### src/rtl/apu_pkg.sv
// apu_pkg: types and constants shared by the APU sound channels.
package apu_pkg;

  localparam int DEF_FREQ_W = 11;
  localparam int DEF_LEN_W  = 6;
  localparam int DEF_VOL_W  = 4;
  localparam int DEF_ENV_W  = 3;

  typedef enum logic [1:0] {
    DUTY_12 = 2'b00,
    DUTY_25 = 2'b01,
    DUTY_50 = 2'b10,
    DUTY_75 = 2'b11
  } duty_t;

  // One 8-step waveform per duty setting; the leftmost bit is step 0.
  localparam logic [3:0][7:0] DUTY_TABLE = {
    8'b01111110,
    8'b10000111,
    8'b10000001,
    8'b00000001
  };

  function automatic logic duty_level(duty_t sel, logic [2:0] step);
    logic [7:0] pattern;
    pattern = DUTY_TABLE[sel];
    return pattern[3'd7 - step];
  endfunction

endpackage

### src/rtl/apu_envelope.sv
// apu_envelope: volume register with a periodic +/-1 step that freezes once
// it hits either end of the range; shared by the pulse and noise channels.
module apu_envelope
  import apu_pkg::*;
#(
  parameter int VOL_W = DEF_VOL_W,
  parameter int ENV_W = DEF_ENV_W
) (
  input  logic             clk,
  input  logic             rst_n,
  input  logic             tick,
  input  logic             trigger,
  input  logic [VOL_W-1:0] init,
  input  logic             up,
  input  logic [ENV_W-1:0] period,
  output logic [VOL_W-1:0] volume
);

  localparam logic [VOL_W-1:0] VOL_MAX = '1;
  localparam logic [VOL_W-1:0] VOL_ONE = {{(VOL_W-1){1'b0}}, 1'b1};
  localparam logic [ENV_W-1:0] ENV_ONE = {{(ENV_W-1){1'b0}}, 1'b1};

  logic [ENV_W-1:0] period_cnt;
  logic             saturated;
  logic             at_limit;

  assign at_limit = up ? (volume == VOL_MAX) : (volume == '0);

  // Trigger restarts the envelope; each expiry of the period counter steps the volume until it saturates.
  always_ff @(posedge clk) begin
    if (!rst_n) begin
      volume     <= '0;
      period_cnt <= '0;
      saturated  <= 1'b0;
    end else if (trigger) begin
      volume     <= init;
      period_cnt <= period;
      saturated  <= 1'b0;
    end else if (tick && (period != '0)) begin
      if (period_cnt <= ENV_ONE) begin
        period_cnt <= period;
        if (!saturated) begin
          if (at_limit) begin
            saturated <= 1'b1;
          end else if (up) begin
            volume <= volume + VOL_ONE;
          end else begin
            volume <= volume - VOL_ONE;
          end
        end
      end else begin
        period_cnt <= period_cnt - ENV_ONE;
      end
    end
  end

endmodule

### src/rtl/pulse_channel_gen.sv
// pulse_channel_gen: square-wave voice (divider, duty sequencer, length
// counter, envelope, DAC gating). Define PULSE_SWEEP_EN to add the
// frequency sweep unit and its three control inputs.
module pulse_channel_gen
  import apu_pkg::*;
#(
  parameter int FREQ_W = DEF_FREQ_W,
  parameter int LEN_W  = DEF_LEN_W,
  parameter int VOL_W  = DEF_VOL_W,
  parameter int ENV_W  = DEF_ENV_W
) (
  input  logic              amuk_4mhz,
  input  logic              napu_reset,
  input  logic              freq_tick,
  input  logic              len_tick,
  input  logic              env_tick,
  input  logic              sweep_tick,
  input  logic [1:0]        duty,
  input  logic              len_load,
  input  logic [LEN_W-1:0]  len_val,
  input  logic              len_en,
  input  logic [VOL_W-1:0]  env_init,
  input  logic              env_up,
  input  logic [ENV_W-1:0]  env_period,
  input  logic [FREQ_W-1:0] freq,
  input  logic              trigger,
`ifdef PULSE_SWEEP_EN
  input  logic [2:0]        sweep_period,
  input  logic              sweep_neg,
  input  logic [2:0]        sweep_shift,
`endif
  output logic              active,
  output logic              dac_en,
  output logic [VOL_W-1:0]  ch_out,
  output logic [FREQ_W-1:0] freq_cur
);

  localparam logic [LEN_W:0]    LEN_FULL = {1'b1, {LEN_W{1'b0}}};
  localparam logic [LEN_W:0]    LEN_ONE  = {{LEN_W{1'b0}}, 1'b1};
  localparam logic [FREQ_W-1:0] FREQ_ONE = {{(FREQ_W-1){1'b0}}, 1'b1};

  logic [FREQ_W-1:0] div_cnt;
  logic [2:0]        step;
  logic [LEN_W:0]    len_cnt;
  logic [LEN_W:0]    len_next;
  logic              len_expire;
  logic [VOL_W-1:0]  volume;
  logic [VOL_W-1:0]  out_q;
  logic              sweep_kill;

  assign dac_en = (env_init != '0) || env_up;
  assign ch_out = dac_en ? out_q : '0;

  apu_envelope #(
    .VOL_W (VOL_W),
    .ENV_W (ENV_W)
  ) u_envelope (
    .clk     (amuk_4mhz),
    .rst_n   (napu_reset),
    .tick    (env_tick),
    .trigger (trigger),
    .init    (env_init),
    .up      (env_up),
    .period  (env_period),
    .volume  (volume)
  );

  // Length next value: a write lands first so a same-cycle trigger sees it; trigger blocks the tick.
  always_comb begin
    len_next   = len_cnt;
    len_expire = 1'b0;
    if (len_load) begin
      len_next = LEN_FULL - {1'b0, len_val};
    end else if (!trigger && len_tick && len_en && (len_cnt != '0)) begin
      len_next   = len_cnt - LEN_ONE;
      len_expire = (len_cnt == LEN_ONE);
    end
    if (trigger && (len_next == '0)) begin
      len_next = LEN_FULL;
    end
  end

`ifdef PULSE_SWEEP_EN
  logic [FREQ_W-1:0] shadow;
  logic [FREQ_W-1:0] sweep_base;
  logic [FREQ_W-1:0] sweep_delta;
  logic [FREQ_W:0]   sweep_sum;
  logic [2:0]        sweep_cnt;
  logic              sweep_expire;

  assign sweep_base   = trigger ? freq : shadow;
  assign sweep_delta  = sweep_base >> sweep_shift;
  assign sweep_sum    = sweep_neg ? ({1'b0, sweep_base} - {1'b0, sweep_delta})
                                  : ({1'b0, sweep_base} + {1'b0, sweep_delta});
  assign sweep_expire = !trigger && sweep_tick && (sweep_period != 3'd0) && (sweep_cnt <= 3'd1);
  assign sweep_kill   = sweep_sum[FREQ_W] && ((trigger && (sweep_shift != 3'd0)) || sweep_expire);
  assign freq_cur     = shadow;

  // Sweep unit: trigger captures freq into the shadow; each expiry applies the shift unless it overflows.
  always_ff @(posedge amuk_4mhz) begin
    if (!napu_reset) begin
      shadow    <= freq;
      sweep_cnt <= 3'd0;
    end else if (trigger) begin
      shadow    <= freq;
      sweep_cnt <= sweep_period;
    end else if (sweep_tick && (sweep_period != 3'd0)) begin
      if (sweep_cnt <= 3'd1) begin
        sweep_cnt <= sweep_period;
        if (!sweep_sum[FREQ_W] && (sweep_shift != 3'd0)) begin
          shadow <= sweep_sum[FREQ_W-1:0];
        end
      end else begin
        sweep_cnt <= sweep_cnt - 3'd1;
      end
    end
  end
`else
  logic sweep_tick_unused;

  assign sweep_tick_unused = sweep_tick;
  assign sweep_kill        = 1'b0;
  assign freq_cur          = freq;
`endif

  // Channel state: run flag, divider, duty step, length counter and the registered sample.
  always_ff @(posedge amuk_4mhz) begin
    if (!napu_reset) begin
      active  <= 1'b0;
      div_cnt <= '0;
      step    <= 3'd0;
      len_cnt <= '0;
      out_q   <= '0;
    end else begin
      out_q   <= (active && duty_level(duty_t'(duty), step)) ? volume : '0;
      len_cnt <= len_next;
      if (trigger) begin
        active <= dac_en && !sweep_kill;
      end else begin
        active <= active && dac_en && !len_expire && !sweep_kill;
      end
      if (trigger) begin
        div_cnt <= freq_cur;
      end else if (freq_tick) begin
        if (&div_cnt) begin
          div_cnt <= freq_cur;
          step    <= step + 3'd1;
        end else begin
          div_cnt <= div_cnt + FREQ_ONE;
        end
      end
    end
  end

endmodule

### config.mk
export PLATFORM = sky130hd
export DESIGN_NAME = pulse_channel_gen
export DESIGN_NICKNAME = d
export VERILOG_FILES = /design/src/rtl/apu_pkg.sv /design/src/rtl/apu_envelope.sv /design/src/rtl/pulse_channel_gen.sv
export SDC_FILE = /design/constraint.sdc
export NUM_CORES = 1
export LEC_CHECK = 0
export BUFFER_PORTS_ARGS = -buffer_cell sky130_fd_sc_hd__buf_2
export CORE_MARGIN = 4
export CORE_UTILIZATION = 45
export CTS_BUF_LIST = sky130_fd_sc_hd__clkbuf_4
export DETAILED_ROUTE_END_ITERATION = 12
export GPL_TIMING_DRIVEN = 1
export HOLD_SLACK_MARGIN = 0.12
export PLACE_DENSITY_LB_ADDON = 0.3
export SYNTH_ARGS = -nofsm -noshare
export SYNTH_HDL_FRONTEND = slang
export SYNTH_SLANG_ARGS = --single-unit
### constraint.sdc
create_clock -name amuk_4mhz -period 2.7 [get_ports amuk_4mhz]
set_clock_uncertainty 0.2 [all_clocks]
set_input_delay 0.135 -clock amuk_4mhz [delete_from_list [all_inputs] [get_ports amuk_4mhz]]
set_output_delay 0.135 -clock amuk_4mhz [all_outputs]
set_load 0.01 [all_outputs]
==> results of run 1 <==
[cell type report]
cell class / count / area [um2]
clock buffers: 5 / 37.5
clock inverters: 3 / 68.8
fillers: 463 / 1990
inverters: 11 / 45.0
multi-input cells: 226 / 1520
flip-flops and latches: 34 / 681
well taps: 70 / 87.6
repair buffers: 94 / 681
[worst max-delay path: cells and delay by family (launching register included)]
kind,cells,cell delay (ns)
simple gates,2,0.80
fa+ha+maj,1,0.15
buf+inv,2,0.68
compound gates,3,0.30
flops,1,0.38
[report_power, final]
part	internal, uW	switching (uW)
Combinational	175	157
Clock	290	189
Sequential	532	35.2
Total	997	381
[worst max path at each step]
stage | from | endpoint | slack, ns | depth (start not counted)
finish | len_cnt[0] | len_cnt[6] | 0.16 | 8
global route | len_cnt[0] | len_cnt[6] | 0.03 | 8
CTS | div_cnt[0] | div_cnt[4] | 0.04 | 7
detailed placement | len_cnt[0] | len_cnt[6] | 0.40 | 8
global placement | len_cnt[0] | len_cnt[6] | 0.46 | 8
floorplan | len_cnt[0] | len_cnt[6] | 0.65 | 8
[timing repair]
action / CTS / global route
gates resized for setup: 0 / 3
hold endpoints to repair: 30 / 0
hold buffers: 41 / 0
setup endpoints to repair: 0 / 8
buffers inserted: 0 / 1
[synthesized netlist by cell type, drive strengths merged, types with 5 or more instances]
library cell	n	area share, %
a21oi	21	4.4
xor2	6	2.2
inv	11	1.7
and2	19	5.0
nor2	16	2.5
nand3	10	2.1
o31ai	5	1.6
buf	17	4.7
mux2i	6	2.5
o21ai	18	3.8
clkbuf	6	0.95
or4	5	1.7
nor3b	6	1.9
nor2b	14	3.7
nand2	25	4.0
ha	12	6.4
nor3	8	1.7
dfxtp	34	29
[metrics by stage]
step,area [um2],utilization (%),power (uW),cells
6_report,3120,61.0,1380,443
5_1_grt,3120,61.0,1460,443
4_1_cts,3100,60.6,1380,442
3_5_place_dp,2580,50.5,851,393
3_3_place_gp,2580,50.5,844,393
2_1_floorplan,2360,-,777,294
[layer usage]
metal	share of wire (%)	vias up	global-route usage, %
met1	44	1067	20.9
met5	0	-	0
li1	-	1195	-
met4	1.5	0	4.90
met3	3.9	8	4.04
met2	50	46	33.4
[registers in the layout, summed over array words and instances, names as in the netlist]
signal                 count
active                     1
div_cnt                   11
len_cnt                    7
out_q                      4
step                       3
u_envelope.period_cnt      3
u_envelope.saturated       1
u_envelope.volume          4
[cells by family (layout without fill, tap and decap cells)]
family          Yosys count  in the layout  synth area share [%]
flops                    34             34                  28.8
xor+xnor                 10             10                  3.71
fa+ha+maj                13             13                  7.20
buf+inv                  34            113                  7.41
simple gates            124            124                  29.4
compound gates           73             73                  20.9
mux                       6              6                  2.54
==> flow_metrics.tcl, run 1 <==
set metrics [dict create \
    die_area_um2 6470 \
    synth_area_per_cell_um2 8.03 \
    fmax_mhz 394 \
    setup-tns-final_ns 0 \
    holdWs_ns 0.135 \
    num_rows 26 \
    drt.antenna.violating_nets 0 \
    wl_per_cell_um 12.5 \
    n_antenna_cell 0 \
    cp-end-kind "flop" \
    drive_above_1_share_pct 19.8 \
    grt_pass1_wl_mm 9.38 \
    place_congestion 0.886 \
    p_leak_uw 0.00134 \
    via_per_inst 5.23 \
    dr.pass1.iters 4 \
    min-delay-start "len_val[3]" \
    ir_worst_vdd_mv 0.277 \
    synth_ff_type "dfxtp_1" \
    syn-num-nets 343 \
    drv_cap 0 \
    ys_types 57 \
    wirelength_mm 5.55 \
    cp_cell_sequence "inv_1, ha_1, nand4b_1, or4_1, a21oi_1, a21oi_1, dlygate4sd3_1, a21boi_1" \
    final_common_cell "buf_2" \
    cts_root_buffer "clkbuf_4" \
    antenna_found_initial 0 \
    timing.critical_path.mode_cell "a21oi_1" \
    core_area_um2 5110 \
    start_kind "flop" \
    cts_made_buffers 5 \
    drcViolationCount 0 \
    cts_num_sinks 34 \
    finalSetupViolCount 0 \
    floorplan.initialDensity_pct 46.3 \
    rrSetupSlack_ns 0.16 \
    cpMaxStageDelayCell "dlygate4sd3_1" \
    dpl.hpwl_mm 3.75 \
    drv_slew 0 \
    netlist_area_um2 2360 \
    cp_max_fo 6 \
    post-route-min-period_ns 2.54 \
    via_count 2316 \
    whs_endpoint "len_cnt[3]" \
    hold_depth 5 \
    cts_max_level 2 \
    path_class "reg -> reg" \
    grt_max_degree 32 \
    worst_slack_ns 0.159 \
    synth_cells 294 \
    finalHoldViolations 0 \
    overflow 0 \
    dp_slack_ns 0.404 \
    timing.final.crit_share_pct 94.1 \
    ctsLongestPathBuffers 2 \
    synth_edf_count 0 \
    cp.required_ns 2.79 \
    final_cell_mix "buf_2 (51), dlygate4sd3_1 (41), dfxtp_1 (34), nand2_1 (25), a21oi_1 (21)" \
    grt_pass1_vias 2216 \
    worst_r2r_path_depth 8 \
    hp-class "in -> reg" \
    cts_tree "yes" \
    synth_async_sr_flop_share_pct 0 \
    fin_nets 421 \
    clk_pin_slew_ns 0.12 \
    dr.first_iter.drc_count 80 \
    power_density_nw_per_um2 442 \
    syn_to_final_growth_pct 31.9 \
    clock_latency_ns 0.35 \
    io_pins 53 \
    grt_usage_pct 18.1 \
    rsz0062_at_grt "no" \
    r2r-end "len_cnt[6]" \
    die_height_um 80.5 \
    r2r_start "len_cnt[0]" \
    cp.arrival_ns 2.64 \
    worst_slew_pin_slew_ns 0.517 \
    die_w_um 80.5 \
    slew_headroom_pct 65.4 \
    status "finished, final reports clean" \
    ys_warn_count 0 \
    numPortBuffers 51 \
    cp_slowest_stage_delay_ns 0.58 \
    ys_ff_latch 34 \
    seq_area_frac_synth_pct 28.8 \
]
Power figures use the tool's default switching activity.
==> run 2: changes to the inputs <==
--- a/config.mk
+++ b/config.mk
@@ -5,6 +5,7 @@
 export SDC_FILE = /design/constraint.sdc
 export NUM_CORES = 1
 export LEC_CHECK = 0
+export ABC_AREA = 1
 export BUFFER_PORTS_ARGS = -buffer_cell sky130_fd_sc_hd__buf_2
 export CORE_MARGIN = 4
 export CORE_UTILIZATION = 45
==> flow_metrics.tcl, run 2 <==
set metrics [dict create \
    r2r_start "len_cnt[1]" \
    grt_usage_pct 19.2 \
    finalHoldViolations 0 \
    placed_cells 463 \
    cp_cell_sequence "dlygate4sd3_1, buf_2, xor2_1, dlygate4sd3_1, nand2_1, nand2_1, nor2_1, nand3_2, nand2_2, nor2_1, dlygate4sd3_1" \
    timing.final.crit_share_pct 94.6 \
    holdWs_ns 0.154 \
    yosys-top-cells-area "dfxtp_1 (28%), nand2_1 (12%), inv_1 (7.4%)" \
    r2r-end "len_cnt[0]" \
    dpl.hpwl_mm 3.93 \
    fin_nets 499 \
    grt_max_degree 16 \
    cts_made_buffers 5 \
    path_class "in -> reg" \
    seq_area_frac_synth_pct 27.8 \
    dp_slack_ns 0.667 \
    syn-num-nets 407 \
    drcViolationCount 0 \
    drive_above_1_share_pct 20.9 \
    yosysMostFrequentCell "nand2_1" \
    synth_top_area_share_pct 27.8 \
    core_area_um2 5200 \
    die_area_um2 6680 \
    start_kind "input port" \
    synth_ff_type "dfxtp_1" \
    stdcell_count 520 \
    drv_slew 0 \
    ys_warn_count 0 \
    floorplan.initialDensity_pct 47.0 \
    cp.required_ns 2.72 \
    die_w_um 81.7 \
    post-route-min-period_ns 2.55 \
    clock_latency_ns 0.33 \
    via_per_inst 4.86 \
    fillerInstances 490 \
    num_rows 26 \
    cts_max_level 2 \
    overflow 0 \
    ir_worst_vdd_mv 0.250 \
    final_common_cell "nand2_1" \
    p_leak_uw 0.00156 \
    syn_to_final_growth_pct 32.2 \
    power_density_nw_per_um2 372 \
    slew_headroom_pct 64.6 \
    drt.antenna.violating_nets 0 \
    dr.pass1.iters 5 \
    wirelength_mm 6.01 \
    via_count 2528 \
    synth_edf_count 0 \
    power_uw 1200 \
    status "finished, final reports clean" \
    crit_start "len_val[3]" \
    die_height_um 81.7 \
    cp.arrival_ns 2.58 \
    fmax_mhz 392 \
    synth_commonest_cells "nand2_1 (80), inv_1 (48), dfxtp_1 (34)" \
    ctsLongestPathBuffers 2 \
    synth_largest_area_cell "dfxtp_1" \
    cp_max_fo 4 \
    dr.first_iter.drc_count 110 \
    largest_reg_flops 11 \
    cts_tree "yes" \
    drv_cap 0 \
    place_congestion 0.815 \
    reg_top3 "div_cnt x11, len_cnt x7" \
    hold_depth 6 \
    cp_slowest_stage_delay_ns 0.55 \
    cts_num_sinks 34 \
    antenna_found_initial 0 \
    synth_async_sr_flop_share_pct 0 \
    wl_per_cell_um 11.6 \
    timing.critical_path.mode_cell "dlygate4sd3_1" \
    io_pins 53 \
    hp-class "in -> reg" \
    final_cell_mix "nand2_1 (80), buf_2 (50), dlygate4sd3_1 (47), inv_1 (46), dfxtp_1 (32)" \
    netlist_area_um2 2450 \
    synth_cells 358 \
    worst_r2r_path_depth 16 \
    ys_ff_latch 34 \
    worst_slew_pin_slew_ns 0.531 \
    rrSetupSlack_ns 0.17 \
    worst_slack_ns 0.147 \
    numPortBuffers 51 \
    clk_pin_slew_ns 0.10 \
    grt_pass1_wl_mm 10.1 \
    regMostFlops "div_cnt" \
    synth_area_per_cell_um2 6.84 \
    min-delay-start "env_tick" \
    cp-end-kind "flop" \
    whs_endpoint "u_envelope.period_cnt[2]" \
    cpMaxStageDelayCell "dlygate4sd3_1" \
    ys_types 44 \
    cts_root_buffer "clkbuf_4" \
    grt_pass1_vias 2342 \
    finalSetupViolCount 0 \
]
## run 2: changes by cell type after synthesis, sizes merged, moves of 5 or more
cell   before  now
nor2       16   37
or4         5    0
o21ai      18   24
nand2      25   86
nor3b       6    0
inv        11   52
nand3      10   28
and2       19    1
nor2b      14    0
mux2i       6    1
## run 2: cells by family after synthesis
family                   Yosys count  synth area share, %
adder cells (fa/ha/maj)           13                 6.95
buffers and inverters             69                 13.1
AO/OA/AOI/OAI                     62                 15.0
AND/OR/NAND/NOR                  169                 33.1
flip-flops                        34                 27.8
multiplexers                       1                0.409
XOR/XNOR                          10                 3.58
## run 2: per-stage QoR
step | util, % | instance area, um2 | TNS, ns
floorplan | - | 2450 | 0
global placement | 51.5 | 2680 | 0
detailed placement | 51.5 | 2680 | 0
CTS | 61.3 | 3190 | 0
global route | 62.1 | 3230 | -0.0291
finish | 62.2 | 3240 | 0
## run 2: cell type report
cell class                      count  area [um2]  share of cell area, %
Antenna cell                        1        2.50                 0.0773
Clock inverter                      1        3.75                  0.116
Inverter                           52         208                   6.42
Clock buffer                        5        37.5                   1.16
Tap cell                           70        87.6                   2.71
Sequential cell                    34         683                   21.1
Multi-Input combinational cell    256        1460                   45.1
Timing Repair Buffer              101         754                   23.3
## run 2: power breakdown
part	internal, uW	total (uW)	switching [uW]	leakage (uW)
Combinational	182	380	198	0.00125
Sequential	535	570	34.3	0.000280
Clock	89.0	255	166	0.0000246
## run 2: worst max path at each step
stage | to | depth (start not counted)
2_1_floorplan | len_cnt[0] | 15
3_3_place_gp | len_cnt[0] | 15
3_5_place_dp | len_cnt[1] | 15
4_1_cts | len_cnt[0] | 16
5_1_grt | len_cnt[0] | 16
6_report | len_cnt[0] | 11
## run 2: layer usage
metal | up-vias | GRT usage, % | wire length (um)
met1 | 1102 | 24.1 | 2660
li1 | 1341 | - | -
met5 | - | 0 | 0
met4 | 0 | 7.81 | 131
met2 | 73 | 31.5 | 2860
met3 | 12 | 4.28 | 356
## run 2: what timing repair did
action / in CTS / in global routing
hold endpoints to repair: 33 / 0
setup endpoints to repair: 0 / 3
hold buffers: 47 / 0
buffers inserted: 0 / 2
resized for setup: 0 / 12
## run 2: critical path: cells and delay by family
kind / cells / cell delay [ns]
xor gates and xnor gates: 1 / 0.15
buffers and inverters: 4 / 1.76
and+or+nand+nor: 6 / 0.53
==> run 3: changes to the inputs <==
==> constraint.sdc (replaced) <==
create_clock -name amuk_4mhz -period 3 [get_ports amuk_4mhz]
set_clock_uncertainty 0.2 [all_clocks]
set_input_delay 0.6 -clock amuk_4mhz [delete_from_list [all_inputs] [get_ports amuk_4mhz]]
set_output_delay 0.6 -clock amuk_4mhz [all_outputs]
set_load 0.01 [all_outputs]
==> flow_metrics.tcl, run 3 (same netlist as run 2, synthesis figures left out) <==
set metrics [dict create \
    drive_above_1_share_pct 21.4 \
    die_w_um 81.7 \
    core_area_um2 5200 \
    cts_tree "yes" \
    drv_cap 0 \
    start_kind "input port" \
    p_leak_uw 0.00135 \
    cts_max_level 2 \
    hp-class "reg -> reg" \
    wirelength_mm 5.22 \
    worst_slew_pin_slew_ns 0.530 \
    drv_slew 0 \
    setup-tns-final_ns 0 \
    ir_worst_vdd_mv 0.233 \
    post-route-min-period_ns 2.22 \
    slew_headroom_pct 64.7 \
    finalHoldViolations 0 \
    wl_per_cell_um 11.1 \
    rsz0062_at_grt "no" \
    numPortBuffers 51 \
    met3_usage_pct 2.96 \
    via_per_inst 4.97 \
    cts_root_buffer "clkbuf_4" \
    hold_depth 2 \
    via_count 2343 \
    ctsHoldBuffers 0 \
    final_common_cell "nand2_1" \
    ctsLongestPathBuffers 2 \
    die_height_um 81.7 \
    cts-resized-gates 0 \
    final_cell_mix "nand2_1 (80), buf_2 (51), inv_1 (48), dfxtp_1 (34), nor2_1 (32)" \
    cp.arrival_ns 1.42 \
    grt_usage_pct 16.4 \
    dr.first_iter.drc_count 72 \
    syn_to_final_growth_pct 11.7 \
    reg_top3 "div_cnt x11, len_cnt x7" \
    placed_cells 463 \
    drt.antenna.violating_nets 0 \
    dpl.hpwl_mm 4.01 \
    power_density_nw_per_um2 379 \
    grt_pass1_wl_mm 8.76 \
    stdcell_count 471 \
    timing.final.crit_share_pct 74.1 \
    regMostFlops "div_cnt" \
    power_uw 1040 \
    post_cts_buffers 0 \
    grt_use_met2_pct 26.5 \
    fmax_mhz 450 \
    cp.required_ns 2.20 \
    worst_r2r_path_depth 15 \
    floorplan.initialDensity_pct 47.0 \
    busiest_layer "met2" \
    place_congestion 0.797 \
    finalSetupViolCount 0 \
    cts_num_sinks 34 \
    grt_pass1_vias 2056 \
    grt_max_degree 16 \
    antenna_found_initial 0 \
    clock_latency_ns 0.33 \
    io_pins 53 \
    cts_made_buffers 5 \
    cp-end-kind "output port" \
    fin_nets 449 \
    die_area_um2 6680 \
    num_rows 26 \
    overflow 0 \
    clk_pin_slew_ns 0.11 \
    n_antenna_cell 0 \
    dr.pass1.iters 4 \
    status "finished, final reports clean" \
    path_class "in -> out" \
    largest_reg_flops 11 \
    met1_usage_pct 22.2 \
    cp_max_fo 5 \
    drcViolationCount 0 \
]
-- run 3: changes by cell type in the layout (fill, tap and decap cells not counted), sizes merged --
cell and delta:
buf -2, clkbuf +1, clkinv +1, diode -1, dlygate4sd3 -47, nand2 -1
-- run 3: worst paths after layout --
path | from | end | slack (ns)
setup / recovery | env_up | ch_out[2] | 0.78
hold / removal | u_envelope.period_cnt[2] | u_envelope.period_cnt[2] | 0.28
setup reg to reg | len_cnt[0] | len_cnt[3] | 0.92
hold reg to reg | u_envelope.period_cnt[2] | u_envelope.period_cnt[2] | 0.28
-- run 3: critical path, stage by stage --
cell and delay (ns):
buf_2 0.10, inv_1 0.15, and3_1 0.23, inv_1 0.10, nand2_1 0.07, inv_1 0.03
buf_2 0.13
-- run 3: cell type report --
cell class	instances	area (um2)
sequential	34	681
inverter	52	203
clock buffer	6	45.0
multi-input combinational	255	1450
timing repair buffer	52	263
clock inverter	2	8.76
fill	542	2470
tap	70	87.6
-- run 3: stage by stage --
stage | worst slack, ns | hold slack, ns | utilization, % | area, um2
floorplan | 1.04 | 0.243 | - | 2450
global placement | 0.675 | 0.253 | 51.5 | 2680
detailed placement | 0.651 | 0.264 | 51.5 | 2680
CTS | 0.769 | 0.281 | 52.5 | 2730
global route | 0.698 | 0.323 | 52.5 | 2730
finish | 0.777 | 0.280 | 52.5 | 2730
-- run 3: report_power, final --
| group | internal [uW] | total [uW] | switching (uW) |
|---|---|---|---|
| combinational | 113 | 278 | 165 |
| sequential | 481 | 511 | 29.7 |
| clock | 97.1 | 247 | 150 |
| total | 691 | 1040 | 345 |
-- run 3: layer usage --
metal  up-vias  share of wire [%]
met5         -                  0
met4         0               0.80
met3         6                3.9
met2        43                 45
met1      1050                 50
li1       1244                  -
